===== src/rtl/pixel_write_sink.sv =====
// Pixel-write sink: buffers drawer pixel writes in a FIFO and drains them into the
// VGA framebuffer write port one per cycle, reporting drain completion to control.
module pixel_write_sink #(
  parameter int DEPTH    = 8,
  parameter int COLOUR_W = 3,
  parameter int Y_MAX    = 176
) (
  input  logic                clock,
  input  logic                reset,
  input  logic [7:0]          pix_x,
  input  logic [6:0]          pix_y,
  input  logic [COLOUR_W-1:0] pix_colour,
  input  logic                pix_write,
  output logic                pix_ready,
  input  logic                done_in,
  output logic                done_out,
  input  logic                fb_stall,
  output logic [14:0]         fb_addr,
  output logic [COLOUR_W-1:0] fb_colour,
  output logic                fb_we,
  output logic                overflow,
  input  logic                count_clear,
  output logic [15:0]         pix_count
);

  localparam int AW = $clog2(DEPTH);
  localparam int EW = 15 + COLOUR_W;
  localparam logic [AW:0] FULL_CNT = (AW+1)'(DEPTH);
  localparam logic [7:0]  Y_LIM    = 8'(Y_MAX);

  typedef enum logic [0:0] {
    S_IDLE = 1'b0,
    S_WAIT = 1'b1
  } state_t;

  logic [EW-1:0]       mem_q [DEPTH];
  logic [AW-1:0]       wr_ptr_q, wr_ptr_d;
  logic [AW-1:0]       rd_ptr_q, rd_ptr_d;
  logic [AW:0]         cnt_q, cnt_d;
  logic [14:0]         fb_addr_q, fb_addr_d;
  logic [COLOUR_W-1:0] fb_colour_q, fb_colour_d;
  logic                fb_we_q, fb_we_d;
  logic                overflow_q, overflow_d;
  logic [15:0]         pix_count_q, pix_count_d;
  state_t              state_q, state_d;
  logic                done_out_q, done_out_d;

  logic                pix_ready_s;
  logic                in_range_s;
  logic                push_s;
  logic                pop_s;
  logic                drained_s;
  logic [EW-1:0]       entry_s;
  logic [EW-1:0]       head_s;

  // Handshake decode; out-of-range rows are accepted but never stored.
  always_comb begin
    pix_ready_s = (cnt_q != FULL_CNT);
    in_range_s  = ({1'b0, pix_y} < Y_LIM);
    push_s      = pix_write && pix_ready_s && in_range_s;
    pop_s       = (cnt_q != {(AW+1){1'b0}}) && !fb_stall;
    drained_s   = (cnt_q == {(AW+1){1'b0}}) && !pop_s && !push_s;
    entry_s     = {pix_y, pix_x, pix_colour};
    head_s      = mem_q[rd_ptr_q];
  end

  // FIFO pointers, occupancy and framebuffer write-port next state.
  always_comb begin
    wr_ptr_d    = wr_ptr_q;
    rd_ptr_d    = rd_ptr_q;
    cnt_d       = cnt_q;
    fb_addr_d   = fb_addr_q;
    fb_colour_d = fb_colour_q;
    fb_we_d     = pop_s;
    overflow_d  = overflow_q || (pix_write && !pix_ready_s);
    pix_count_d = pix_count_q;

    if (push_s) begin
      wr_ptr_d = wr_ptr_q + AW'(1);
    end else begin
      wr_ptr_d = wr_ptr_q;
    end

    if (pop_s) begin
      rd_ptr_d    = rd_ptr_q + AW'(1);
      fb_addr_d   = head_s[EW-1:COLOUR_W];
      fb_colour_d = head_s[COLOUR_W-1:0];
    end else begin
      rd_ptr_d    = rd_ptr_q;
    end

    case ({push_s, pop_s})
      2'b10:   cnt_d = cnt_q + (AW+1)'(1);
      2'b01:   cnt_d = cnt_q - (AW+1)'(1);
      default: cnt_d = cnt_q;
    endcase

    // Clear takes priority over a same-edge increment.
    if (count_clear) begin
      pix_count_d = 16'd0;
    end else if (pop_s) begin
      pix_count_d = pix_count_q + 16'd1;
    end else begin
      pix_count_d = pix_count_q;
    end
  end

  // Done FSM next state: WAIT persists until the FIFO is empty with no traffic.
  always_comb begin
    state_d = state_q;
    case (state_q)
      S_IDLE: begin
        if (done_in) begin
          state_d = S_WAIT;
        end else begin
          state_d = S_IDLE;
        end
      end
      S_WAIT: begin
        if (drained_s) begin
          state_d = S_IDLE;
        end else begin
          state_d = S_WAIT;
        end
      end
      default: state_d = S_IDLE;
    endcase
  end

  // Done FSM output: single pulse on the WAIT exit edge.
  always_comb begin
    done_out_d = 1'b0;
    if (state_q == S_WAIT) begin
      done_out_d = drained_s;
    end else begin
      done_out_d = 1'b0;
    end
  end

  // Done FSM state register.
  always_ff @(posedge clock or posedge reset) begin
    if (reset) begin
      state_q    <= S_IDLE;
      done_out_q <= 1'b0;
    end else begin
      state_q    <= state_d;
      done_out_q <= done_out_d;
    end
  end

  // FIFO storage.
  always_ff @(posedge clock or posedge reset) begin
    if (reset) begin
      for (int i = 0; i < DEPTH; i++) begin
        mem_q[i] <= {EW{1'b0}};
      end
    end else if (push_s) begin
      mem_q[wr_ptr_q] <= entry_s;
    end
  end

  // Pointer, occupancy and output registers.
  always_ff @(posedge clock or posedge reset) begin
    if (reset) begin
      wr_ptr_q    <= {AW{1'b0}};
      rd_ptr_q    <= {AW{1'b0}};
      cnt_q       <= {(AW+1){1'b0}};
      fb_addr_q   <= 15'd0;
      fb_colour_q <= {COLOUR_W{1'b0}};
      fb_we_q     <= 1'b0;
      overflow_q  <= 1'b0;
      pix_count_q <= 16'd0;
    end else begin
      wr_ptr_q    <= wr_ptr_d;
      rd_ptr_q    <= rd_ptr_d;
      cnt_q       <= cnt_d;
      fb_addr_q   <= fb_addr_d;
      fb_colour_q <= fb_colour_d;
      fb_we_q     <= fb_we_d;
      overflow_q  <= overflow_d;
      pix_count_q <= pix_count_d;
    end
  end

  assign pix_ready = pix_ready_s;
  assign done_out  = done_out_q;
  assign fb_addr   = fb_addr_q;
  assign fb_colour = fb_colour_q;
  assign fb_we     = fb_we_q;
  assign overflow  = overflow_q;
  assign pix_count = pix_count_q;

endmodule

===== config.mk =====
export PLATFORM = sky130hd
export DESIGN_NAME = pixel_write_sink
export DESIGN_NICKNAME = d
export VERILOG_FILES = /design/src/rtl/pixel_write_sink.sv
export SDC_FILE = /design/constraint.sdc
export NUM_CORES = 1
export LEC_CHECK = 0
export BUFFER_PORTS_ARGS = -buffer_cell sky130_fd_sc_hd__buf_2
export CAP_MARGIN = 20
export CORE_UTILIZATION = 60
export DETAILED_ROUTE_END_ITERATION = 12
export HOLD_SLACK_MARGIN = 0.08
export PLACE_DENSITY = 0.81
export SLEW_MARGIN = 20
export SYNTH_ARGS = -nofsm -noshare
export SYNTH_HDL_FRONTEND = slang
export SYNTH_SLANG_ARGS = --single-unit

===== constraint.sdc =====
create_clock -name clock -period 15.6 [get_ports clock]
set_input_delay 0.78 -clock clock [delete_from_list [all_inputs] [get_ports clock]]
set_output_delay 0.78 -clock clock [all_outputs]
set_load 0.05 [all_outputs]

=== After elaboration in Yosys (flattened, before gate mapping) ===
Cells that the tools add are included.

* Magnitude comparators: 4
* Multiplexer cells: 13
* Bitwise gates (word level): 3
* $add $sub $neg: 5
* Reductions and logical operators: 16
* Eq/ne operators: 3

{| class="wikitable"
|+ Operators with widths
! operator !! count
|-
| 144-bit bitwise mux || 1
|-
| 18-bit binary-select mux with 3-bit select || 1
|-
| 18-bit demux with 3-bit select || 1
|-
| 18-bit 2-to-1 mux || 3
|-
| 16-bit 2-to-1 mux || 2
|-
| 16-bit by 1-bit adder with 16-bit output (second input constant) || 1
|-
| 4-bit >= comparator (second input constant) || 2
|-
| 7-bit by 8-bit less-than comparator with 1-bit output (second input constant) || 1
|-
| 3-bit NOT with 4-bit output || 2
|-
| 4-bit one-hot mux with 2 select lines || 1
|-
| 1-bit logical AND || 7
|-
| 3-bit by 1-bit adder with 3-bit output (second input constant) || 2
|-
| 4-bit by 1-bit adder with 4-bit output (second input constant) || 1
|-
| 1-bit logical NOT || 4
|-
| 4-bit logical NOT || 1
|-
| 4-bit by 1-bit less-than comparator with 1-bit output (second input constant) || 1
|-
| 4-bit != test (second input constant) || 1
|-
| 2-bit nonzero test || 2
|-
| 4-bit nonzero test || 1
|-
| 4-bit by 1-bit subtractor with 4-bit output (second input constant) || 1
|-
| 1-bit 2-to-1 mux || 3
|-
| 2-bit by 1-bit equality test with 1-bit output (second input constant) || 1
|-
| 2-bit equality test (second input constant) || 1
|-
| 1-bit one-hot mux with 2 select lines || 1
|-
| 2 further kinds || 2
|}

* Register bits: 192
* Output and inout bits: 38

=== Logic depth before layout (Yosys ltp) ===
Gate-level depths: netlist of the first run.

* Depth in word-level cells: 7
* Gate-level depth with buffers: 12
* Gate-level depth less buffers: 10

=== Least setup slack after synthesis of the first run ===
No wires, ideal clock.

* Path type: register to register
* Start: register cnt_q[1]
* End: register cnt_q[2]
* Stages on the path, launching flop included: 12
* Path slack: 12.966 ns
* Data required time: 15.475 ns
* Library setup time: 0.125 ns
* Arrival: 2.508 ns
* Path through: dfrtp_1 -> buf_2 -> nor4_2 -> nor2_1 -> clkbuf_1 -> ha_1 -> xor2_1 -> ha_1 -> a21oi_1 -> xor2_1 -> nor2_1 -> xor2_1

* Elaborated cells on any way between the ends: 11
* Classes of those cells: add/sub (2); eq/ne (3); mux (1); reduce/logical (5)

{| class="wikitable"
|+ RTL lines
! item !! RTL line !! text
|-
| start, declared || 39 || <nowiki>logic [AW:0] cnt_q, cnt_d;</nowiki>
|-
| start signal, assigned || 167 || <nowiki>cnt_q <= {(AW+1){1'b0}};</nowiki>
|-
| start signal, assigned || 176 || <nowiki>cnt_q <= cnt_d;</nowiki>
|-
| 4-bit nonzero test (*) || 61 || <nowiki>pop_s = (cnt_q != {(AW+1){1'b0}}) && !fb_stall;</nowiki>
|-
| 1-bit logical AND (*) || 61 ||
|-
| named net fb_we_d || 42 || <nowiki>logic fb_we_q, fb_we_d;</nowiki>
|-
| 2-bit by 1-bit equality test with 1-bit output or 2-bit equality test (tied branches) || 92 || <nowiki>case ({push_s, pop_s})</nowiki>
|-
| 4-bit one-hot mux with 2 select lines or 2-bit nonzero test (tied branches) || -- ||
|}

Mark *: on every way through the listed nets, which the timed path passes. The rest lies on a longest branch.
A chain may end at the register's enable or synchronous reset.

=== Worst setup path in the final report of the first run ===
* Start: register cnt_q[0]
* End: register cnt_q[2]

* Cells in the longest elaborated chain, start to end: 5
* Elaborated cells on any way between the ends: 11
* Classes of those cells: add/sub (2); eq/ne (3); mux (1); reduce/logical (5)

{| class="wikitable"
|+ RTL lines
! item !! RTL line !! text
|-
| 4-bit != test || 58 || <nowiki>pix_ready_s = (cnt_q != FULL_CNT);</nowiki>
|-
| 1-bit logical AND (2 in a row) || 60 || <nowiki>push_s = pix_write && pix_ready_s && in_range_s;</nowiki>
|-
| 2-bit by 1-bit equality test with 1-bit output or 2-bit equality test (tied branches) || 92 ||
|-
| 4-bit one-hot mux with 2 select lines or 2-bit nonzero test (tied branches) || -- ||
|}

Several ways; a longest one is shown, not always the timed one.

==> flow_summary.ini, run 1 <==
[critical_path]
cp_max_fo = 44
critPathTopFamily = simple AND/OR/NAND/NOR gates
cp_num_buf_inv = 1
start_kind = flop
crit_cells = 10
crit_top_cell = xor2_1
cp_cell_sequence = nor4_2 > nor2_4 > buf_4 > ha_1 > xor2_1 > ha_1 > a21oi_1 > xor2_1 > nor2_1 > xor2_1
end_kind = flop
rr_worst_depth = 10
max_stage_delay_ns = 0.76
slowest_stage = nor4_2
setup.worst_path.class = reg -> reg
worstPathRequired_ns = 15.90
worstPathArrival_ns = 3.22

[run]
cap_violations = 0

[placed_design]
io_buffers = 61
hpwl_mm = 10.1
pre_cts_slack_ns = 12.70
gp_congestion = 0.810

[global_route]
antenna_found_initial = 0
gr-total-overflow = 0
grt_pass1_wl_mm = 27.8
grt_max_degree = 132
first_global_vias = 5151
track_usage_pct = 25.3

[clocking]
htree_levels = 4
cts_num_sinks = 192
cts_buffer_depth = 2
numCtsBuffers = 17
cts_tree = built
clock_latency_ns = 0.43
holdBufCountCts = 0
post_cts_resized = 0
path_clk_slew_ns = 0.07
cts-root-buf = clkbuf_16
postCtsSetupRepairBufs = 0

[sta]
drv_slew = 0
final.period_utilization_pct = 18.7
finalHoldViolCount = 0
rsz0062_at_grt = no
finalClockSkew_ns = 0.00626
max_freq_mhz = 342
setup-violations-final = 0
tightest_slew_ns = 0.915
relSlewSlack_pct = 38.8
setup_tns_ns = 0
period_minus_slack_ns = 2.92
worst_slack_ns = 12.68

[synthesis]
synth_edf_count = 0
async_flop_share_pct = 100
yosysWarnings = 0
yosys.area.top_type = dfrtp_1
yosys-top-cells-area = dfrtp_1 (56%), mux2_2 (18%), mux4_2 (9.4%)
yosysSeqAreaShare_pct = 55.7
synth-seq-cells = 192
avgSynthCellArea_um2 = 15.1
syn_inst = 573
synth_area_mm2 = 0.00863
synth_ff_type = dfrtp_1
yosysTopAreaCellShare_pct = 55.7
synth.distinct_cells = 47
synth_nets = 603

[die]
start_util_pct = 61.9
io_pins = 62
die_w_um = 122
die_h_um = 122
die_area_mm2 = 0.0149
core_area_mm2 = 0.0139
row_count = 43

[drt]
routed-via-count = 4982
antenna_left = 0
drt-total-wl_mm = 17.0
via_per_inst = 6.10
drc_errors = 0
drt_first_iter_violations = 212
dr.pass1.iters = 4
wire_per_inst_um = 20.8

[power]
clock_power_share_pct = 21.5
internal_power_w = 0.00145
leakagePower_nw = 4.28
power_density_mw_per_mm2 = 222
irDropWorstVdd_uv = 149
p_sw_w = 0.000694
p_seq_share_pct = 40.8
p_sw_share_pct = 32.4
p_comb_share_pct = 37.7

[layout]
post-route-util_pct = 69.3
nNetsFinal = 656
layout-drive-gt1-share_pct = 45.8
n_antenna_cell = 0
syn_to_final_growth_pct = 11.8
nFillCells = 928

[worst_hold_path]
hold_path.class = reg -> reg
hold_depth = 1

[outcome]
status = complete, no violations
==> synth_stat cells, types with 2 or more instances <==
cell / number
or4b_4: 2
or4_1: 4
nand2b_1: 2
dfrtp_1: 192
buf_1: 4
mux4_2: 36
o31ai_1: 4
buf_2: 5
buf_4: 7
nor4b_1: 2
a21oi_1: 25
mux2_4: 10
xnor2_1: 12
nor3_1: 3
nand4b_2: 3
mux2i_1: 18
mux2_2: 136
nand4_1: 4
nand3_2: 2
xor2_1: 7
inv_1: 2
nor2_1: 36
o21ai_0: 3
nand2_1: 10
nor3b_1: 2
ha_1: 6
buf_12: 2
clkbuf_1: 13
nand3_1: 3
==> stage by stage <==
| step | total power, W | instances | hold WS, ns | instance area, um^2 |
|---|---|---|---|---|
| 6_report | 0.00214 | 817 | 0.475 | 9650 |
| 5_1_grt | 0.00225 | 817 | 0.493 | 9650 |
| 4_1_cts | 0.00216 | 817 | 0.473 | 9650 |
| 3_5_place_dp | 0.00169 | 787 | 0.459 | 9020 |
| 3_3_place_gp | 0.00164 | 787 | 0.444 | 9020 |
| 2_1_floorplan | 0.00151 | 573 | 0.456 | 8630 |
==> flip-flops by register name (all words and copies together), names as in the netlist <==
signal and flops:
state_q 1, wr_ptr_q 3, mem_q 144, overflow 1, rd_ptr_q 3, cnt_q 4
fb_colour 3, done_out 1, fb_addr 15, fb_we 1, pix_count 16
==> layout by cell type (no fill, tap or decap), drive strengths merged, types with 2 or more instances in the layout <==
cell	n
a21oi	25
ha	6
bufinv	4
clkbuf	25
or4b	2
mux2	146
xor2	7
nand4b	4
or4	5
nand4	5
o31ai	4
o21ai	3
nor4b	2
buf	66
nor3	3
nor4	2
mux2i	18
nand3b	2
and2	2
nand3	5
nor2	36
dfrtp	192
nand2	10
inv	3
mux4	36
nor3b	2
nand2b	2
xnor2	12
==> cell type report <==
| class | count | area [um^2] | area share (%) |
|---|---|---|---|
| clock buffer | 25 | 505 | 5.24 |
| tap | 180 | 225 | 2.33 |
| sequential | 192 | 4810 | 49.8 |
| clock inverter | 5 | 125 | 1.30 |
| inverter | 3 | 23.8 | 0.246 |
| multi-input combinational | 346 | 3620 | 37.5 |
| timing repair buffer | 66 | 343 | 3.55 |
==> power by group through the flow <==
stage | Sequential [W] | Clock [W] | Combinational, W
after global routing | 0.000904 | 0.000485 | 0.000866
after CTS | 0.000874 | 0.000465 | 0.000817
after floorplan | 0.000911 | 0 | 0.000603
after detailed placement | 0.000879 | 0 | 0.000813
final | 0.000875 | 0.000460 | 0.000807
after global placement | 0.000858 | 0 | 0.000779
==> per-layer routing <==
layer / GRT usage (%) / wire length, um / part of all wire, % / vias up
li1: - / - / - / 2223
met1: 34.5 / 7480 / 44 / 2623
met2: 41.7 / 8540 / 50 / 112
met3: 4.92 / 726 / 4.3 / 24
met4: 7.02 / 231 / 1.4 / 0
met5: 0 / 0 / 0 / -
==> path summary, 6_finish.rpt <==
| path | endpoint | slack [ns] | from |
|---|---|---|---|
| max | cnt_q[2]$_DFFE_PP0P_ | 12.68 | cnt_q[0]$_DFFE_PP0P_ |
| min | overflow$_DFF_PP0_ | 0.47 | overflow$_DFF_PP0_ |
| max reg2reg | cnt_q[2]$_DFFE_PP0P_ | 12.68 | cnt_q[0]$_DFFE_PP0P_ |
| min reg2reg | overflow$_DFF_PP0_ | 0.47 | overflow$_DFF_PP0_ |
| max in group asynchronous | rd_ptr_q[0]$_DFFE_PP0P_ | 13.70 | reset |
| min in group asynchronous | mem_q[133]$_DFFE_PP0P_ | 0.53 | reset |
==> kinds of logic (layout without fill, tap and decap cells) <==
kind of cell	Yosys count	count (layout)	synth area share (%)
mux	200	200	31.0
flops	192	192	55.7
buf+inv	35	99	2.42
simple gates	86	86	5.89
fa+ha+maj	6	6	0.870
xor+xnor	19	19	1.93
compound gates	35	35	2.25
(Power assumes the default switching activity.)
==> run 2: changes to the inputs <==
- CORE_UTILIZATION: 60 -> 54
- PLACE_DENSITY: 0.81 -> 0.77
- clock period: 15.6 -> 2.6 ns (I/O delays scaled with it)
==> flow_summary.ini, run 2 (synthesized netlist as in run 1, its figures left out) <==
[outcome]
status = complete, no violations

[sta]
rsz0062_at_grt = no
setup_tns_ns = 0
finalClockSkew_ns = 0.00829
period_minus_slack_ns = 2.36
final.period_utilization_pct = 90.7
drv_slew = 0
setup-violations-final = 0
relSlewSlack_pct = 55.6
max_freq_mhz = 424
finalHoldViolCount = 0
tightest_slew_ns = 0.666

[layout]
syn_to_final_growth_pct = 17.0
n_antenna_cell = 0
largest_register_ffs = 144
layout-drive-gt1-share_pct = 46.3
mostFrequentLayoutCell = dfrtp_1
layout.cells.non_filler = 891
nNetsFinal = 698
regMostFlops = mem_q
most-common-layout-cells = dfrtp_1 (191), mux2_2 (136), buf_2 (61)

[drt]
routed-via-count = 5118
drt_first_iter_violations = 272
drt-total-wl_mm = 17.3
via_per_inst = 5.74
wire_per_inst_um = 19.4
antenna_left = 0
dr.pass1.iters = 4
drc_errors = 0

[clocking]
htree_levels = 4
cts_num_sinks = 192
cts_tree = built
cts-root-buf = clkbuf_16
path_clk_slew_ns = 0.06
cts_buffer_depth = 2
clock_latency_ns = 0.43
numCtsBuffers = 17
postCtsSetupRepairBufs = 0

[die]
core_area_mm2 = 0.0154
io_pins = 62
row_count = 45
die_h_um = 128
die_w_um = 128
die_area_mm2 = 0.0165
start_util_pct = 56.1

[power]
leakagePower_nw = 4.46
p_seq_share_pct = 40.0
p_sw_share_pct = 32.9
p_comb_share_pct = 39.5
p_sw_w = 0.00428
irDropWorstVdd_uv = 884
clock_power_share_pct = 20.5
power_density_mw_per_mm2 = 1290
internal_power_w = 0.00872

[critical_path]
worstPathRequired_ns = 2.91
end_kind = flop
worstPathArrival_ns = 2.66
start_kind = flop
cp_max_fo = 10
setup.worst_path.class = reg -> reg

[placed_design]
io_buffers = 61
hpwl_mm = 10.8
placed_cells = 838
gp_congestion = 0.790

[global_route]
track_usage_pct = 22.9
grt_pass1_wl_mm = 28.4
antenna_found_initial = 0
gr-total-overflow = 0
grt_max_degree = 125
first_global_vias = 5382

[run]
cap_violations = 0

[worst_hold_path]
hold_path.class = in -> reg
## run 2: path summary, 6_finish.rpt
check,startpoint,to,slack [ns],cells after the start
worst max-delay path,cnt_q[0]$_DFFE_PP0P_,cnt_q[2]$_DFFE_PP0P_,0.24,10
worst min-delay path,fb_stall,pix_count[1]$_DFFE_PP0P_,0.14,3
worst max register to register,cnt_q[0]$_DFFE_PP0P_,cnt_q[2]$_DFFE_PP0P_,0.24,10
worst min register to register,overflow$_DFF_PP0_,overflow$_DFF_PP0_,0.46,1
max in group asynchronous,reset,mem_q[39]$_DFFE_PP0P_,1.58,4
min in group asynchronous,reset,done_out$_DFF_PP0_,0.16,3
## run 2: routing by layer
metal | GRT usage [%] | up-vias | routed length [um]
met5 | 0 | - | 0
met4 | 7.89 | 0 | 242
met3 | 3.87 | 19 | 536
met2 | 38.2 | 97 | 8970
met1 | 30.8 | 2700 | 7540
li1 | - | 2302 | -
## run 2: repair_timing
action / in CTS / in global routing
endpoints found under the hold margin: 354 / 0
resized for setup: 0 / 0
hold buffers: 22 / 0
## run 2: power by group through the flow
stage	Sequential [W]	Clock, W	Combinational, W
final	0.00520	0.00267	0.00513
after global routing	0.00536	0.00283	0.00550
after CTS	0.00519	0.00271	0.00520
after detailed placement	0.00522	0	0.00513
after global placement	0.00508	0	0.00494
after floorplan	0.00547	0	0.00363
## run 2: cell type report
| type | count | area, um^2 |
|---|---|---|
| well taps | 211 | 264 |
| repair buffers | 108 | 763 |
| fillers | 1081 | 5280 |
| flip-flops and latches | 192 | 4810 |
| multi-input cells | 346 | 3630 |
| inverters | 3 | 20.0 |
| clock inverters | 9 | 133 |
| clock buffers | 22 | 474 |
## run 2: per-stage QoR
step	hold slack (ns)	total power, W	util [%]	area, um^2	setup slack (ns)
2_1_floorplan	0.255	0.00910	-	8640	-0.00644
3_3_place_gp	0.0361	0.0100	60.3	9270	0.308
3_5_place_dp	0.0471	0.0104	60.3	9270	0.256
4_1_cts	0.126	0.0131	65.7	10100	0.238
5_1_grt	0.145	0.0137	65.7	10100	0.108
6_report	0.143	0.0130	65.7	10100	0.243
## run 2: worst max-delay path, stage by stage, from the launching register on
cell and delay (ns):
dfrtp_1 0.39, or4b_4 0.54, and2_4 0.23, inv_6 0.08
ha_2 0.23, xor2_1 0.09, ha_1 0.18, a21oi_1 0.14
xor2_1 0.16, nor2_1 0.07, xor2_1 0.14
==> run 3: changes to the inputs <==
- ABC_CLOCK_PERIOD_IN_PS: unset -> 2600
- CORE_MARGIN: unset -> 1.5
==> flow_summary.ini, run 3 (synthesized netlist as in run 1, its figures left out) <==
[critical_path]
cp_max_fo = 10
slowest_stage = or4b_4
end_kind = flop
cp_cell_sequence = or4b_4 > and2_4 > inv_6 > ha_2 > xor2_1 > ha_1 > a21oi_1 > xor2_1 > nor2_1 > xor2_1
crit_top_cell = xor2_1
cp_num_buf_inv = 1
crit_cells = 10
max_stage_delay_ns = 0.55
worstPathArrival_ns = 2.89
rr_worst_depth = 10
critPathTopFamily = simple AND/OR/NAND/NOR gates
worstPathRequired_ns = 2.95
setup.worst_path.class = reg -> reg
start_kind = flop

[sta]
period_minus_slack_ns = 2.54
rsz0062_at_grt = no
final.period_utilization_pct = 97.7
drv_slew = 0
max_freq_mhz = 394
finalHoldViolCount = 0
relSlewSlack_pct = 47.7
tightest_slew_ns = 0.785
setup_tns_ns = 0
worst_slack_ns = 0.0599
finalClockSkew_ns = 0.00844
setup-violations-final = 0

[placed_design]
dpl_cell_area_mm2 = 0.00931
placed_cells = 844
pre_cts_slack_ns = 0.108
io_buffers = 61
gp_congestion = 0.783
hpwl_mm = 11.2

[clocking]
postCtsSetupRepairBufs = 0
cts_buffer_depth = 2
post_cts_resized = 0
clock_latency_ns = 0.44
htree_levels = 4
numCtsBuffers = 17
path_clk_slew_ns = 0.07
holdBufCountCts = 22
cts-root-buf = clkbuf_16
cts_num_sinks = 192
cts_tree = built

[drt]
antenna_left = 0
drt-total-wl_mm = 17.5
drc_errors = 0
dr.pass1.iters = 4
routed-via-count = 5169
wire_per_inst_um = 19.4
via_per_inst = 5.76
drt_first_iter_violations = 312

[layout]
nNetsFinal = 700
layout-drive-gt1-share_pct = 46.5
layout.cells.non_filler = 898
n_antenna_cell = 0
nFillCells = 1184
syn_to_final_growth_pct = 17.4
largest_register_ffs = 144
regMostFlops = mem_q
most-common-layout-cells = dfrtp_1 (191), mux2_2 (136), buf_2 (61)
design_area_mm2 = 0.0101
mostFrequentLayoutCell = dfrtp_1

[run]
cap_violations = 0

[die]
die_h_um = 129
io_pins = 62
core_area_mm2 = 0.0158
row_count = 46
start_util_pct = 54.7
die_area_mm2 = 0.0167
die_w_um = 129

[outcome]
status = complete, no violations

[global_route]
first_global_vias = 5377
grt_pass1_wl_mm = 28.5
grt_max_degree = 54
antenna_found_initial = 0
gr-total-overflow = 0
track_usage_pct = 22.7

[power]
power_density_mw_per_mm2 = 1270
leakagePower_nw = 4.46
power_w = 0.0129
irDropWorstVdd_uv = 693

[worst_hold_path]
hold_path.class = in -> reg
hold_depth = 3
-- run 3: cell types whose count changed in the layout (fill, tap and decap cells not counted), moves of 2 or more --
cell        before  now
buf_12           4    7
clkinv_2         2    0
inv_6            1    3
clkbuf_8         3    1
clkinvlp_4       3    5
-- run 3: area by class of cell --
class	instances	area [um^2]	share of cell area, %
multi-input cells	346	3630	35.9
repair buffers	110	816	8.06
inverters	3	20.0	0.198
clock buffers	20	447	4.41
well taps	216	270	2.67
clock inverters	11	134	1.32
flip-flops and latches	192	4810	47.5
-- run 3: metrics by stage --
| step | hold WS [ns] | util, % |
|---|---|---|
| finish | 0.134 | 64.2 |
| global route | 0.149 | 64.2 |
| CTS | 0.130 | 64.1 |
| detailed placement | 0.371 | 59.0 |
| global placement | 0.347 | 59.0 |
| floorplan | 0.255 | - |
-- run 3: where the power goes --
| group | switching (W) | internal, W | total [W] | leakage (nW) |
|---|---|---|---|---|
| combinational | 0.00235 | 0.00274 | 0.00508 | 1.87 |
| sequential | 0.000826 | 0.00438 | 0.00521 | 2.32 |
| clock | 0.00114 | 0.00145 | 0.00258 | 0.269 |
| total | 0.00431 | 0.00857 | 0.0129 | 4.46 |
-- run 3: worst paths after layout --
check | from | end | slack [ns]
max | cnt_q[0]$_DFFE_PP0P_ | cnt_q[2]$_DFFE_PP0P_ | 0.06
min | fb_stall | pix_count[1]$_DFFE_PP0P_ | 0.13
min reg2reg | overflow$_DFF_PP0_ | overflow$_DFF_PP0_ | 0.47
max in group asynchronous | reset | mem_q[26]$_DFFE_PP0P_ | 1.59
min in group asynchronous | reset | mem_q[87]$_DFFE_PP0P_ | 0.20
max reg2reg | cnt_q[0]$_DFFE_PP0P_ | cnt_q[2]$_DFFE_PP0P_ | 0.06
-- run 3: layer usage --
layer	vias up	share of wire [%]	track usage (%)
li1	2291	-	-
met1	2771	44	30.1
met2	85	51	37.8
met3	22	3.4	5.28
met4	0	1.4	6.86
met5	-	0	0
-- run 3: worst min-delay path: cells and delay by family --
kind / cells / cell delay, ns
buffers and inverters: 1 / 0.14
AOI/OAI and AO/OA: 2 / 0.25
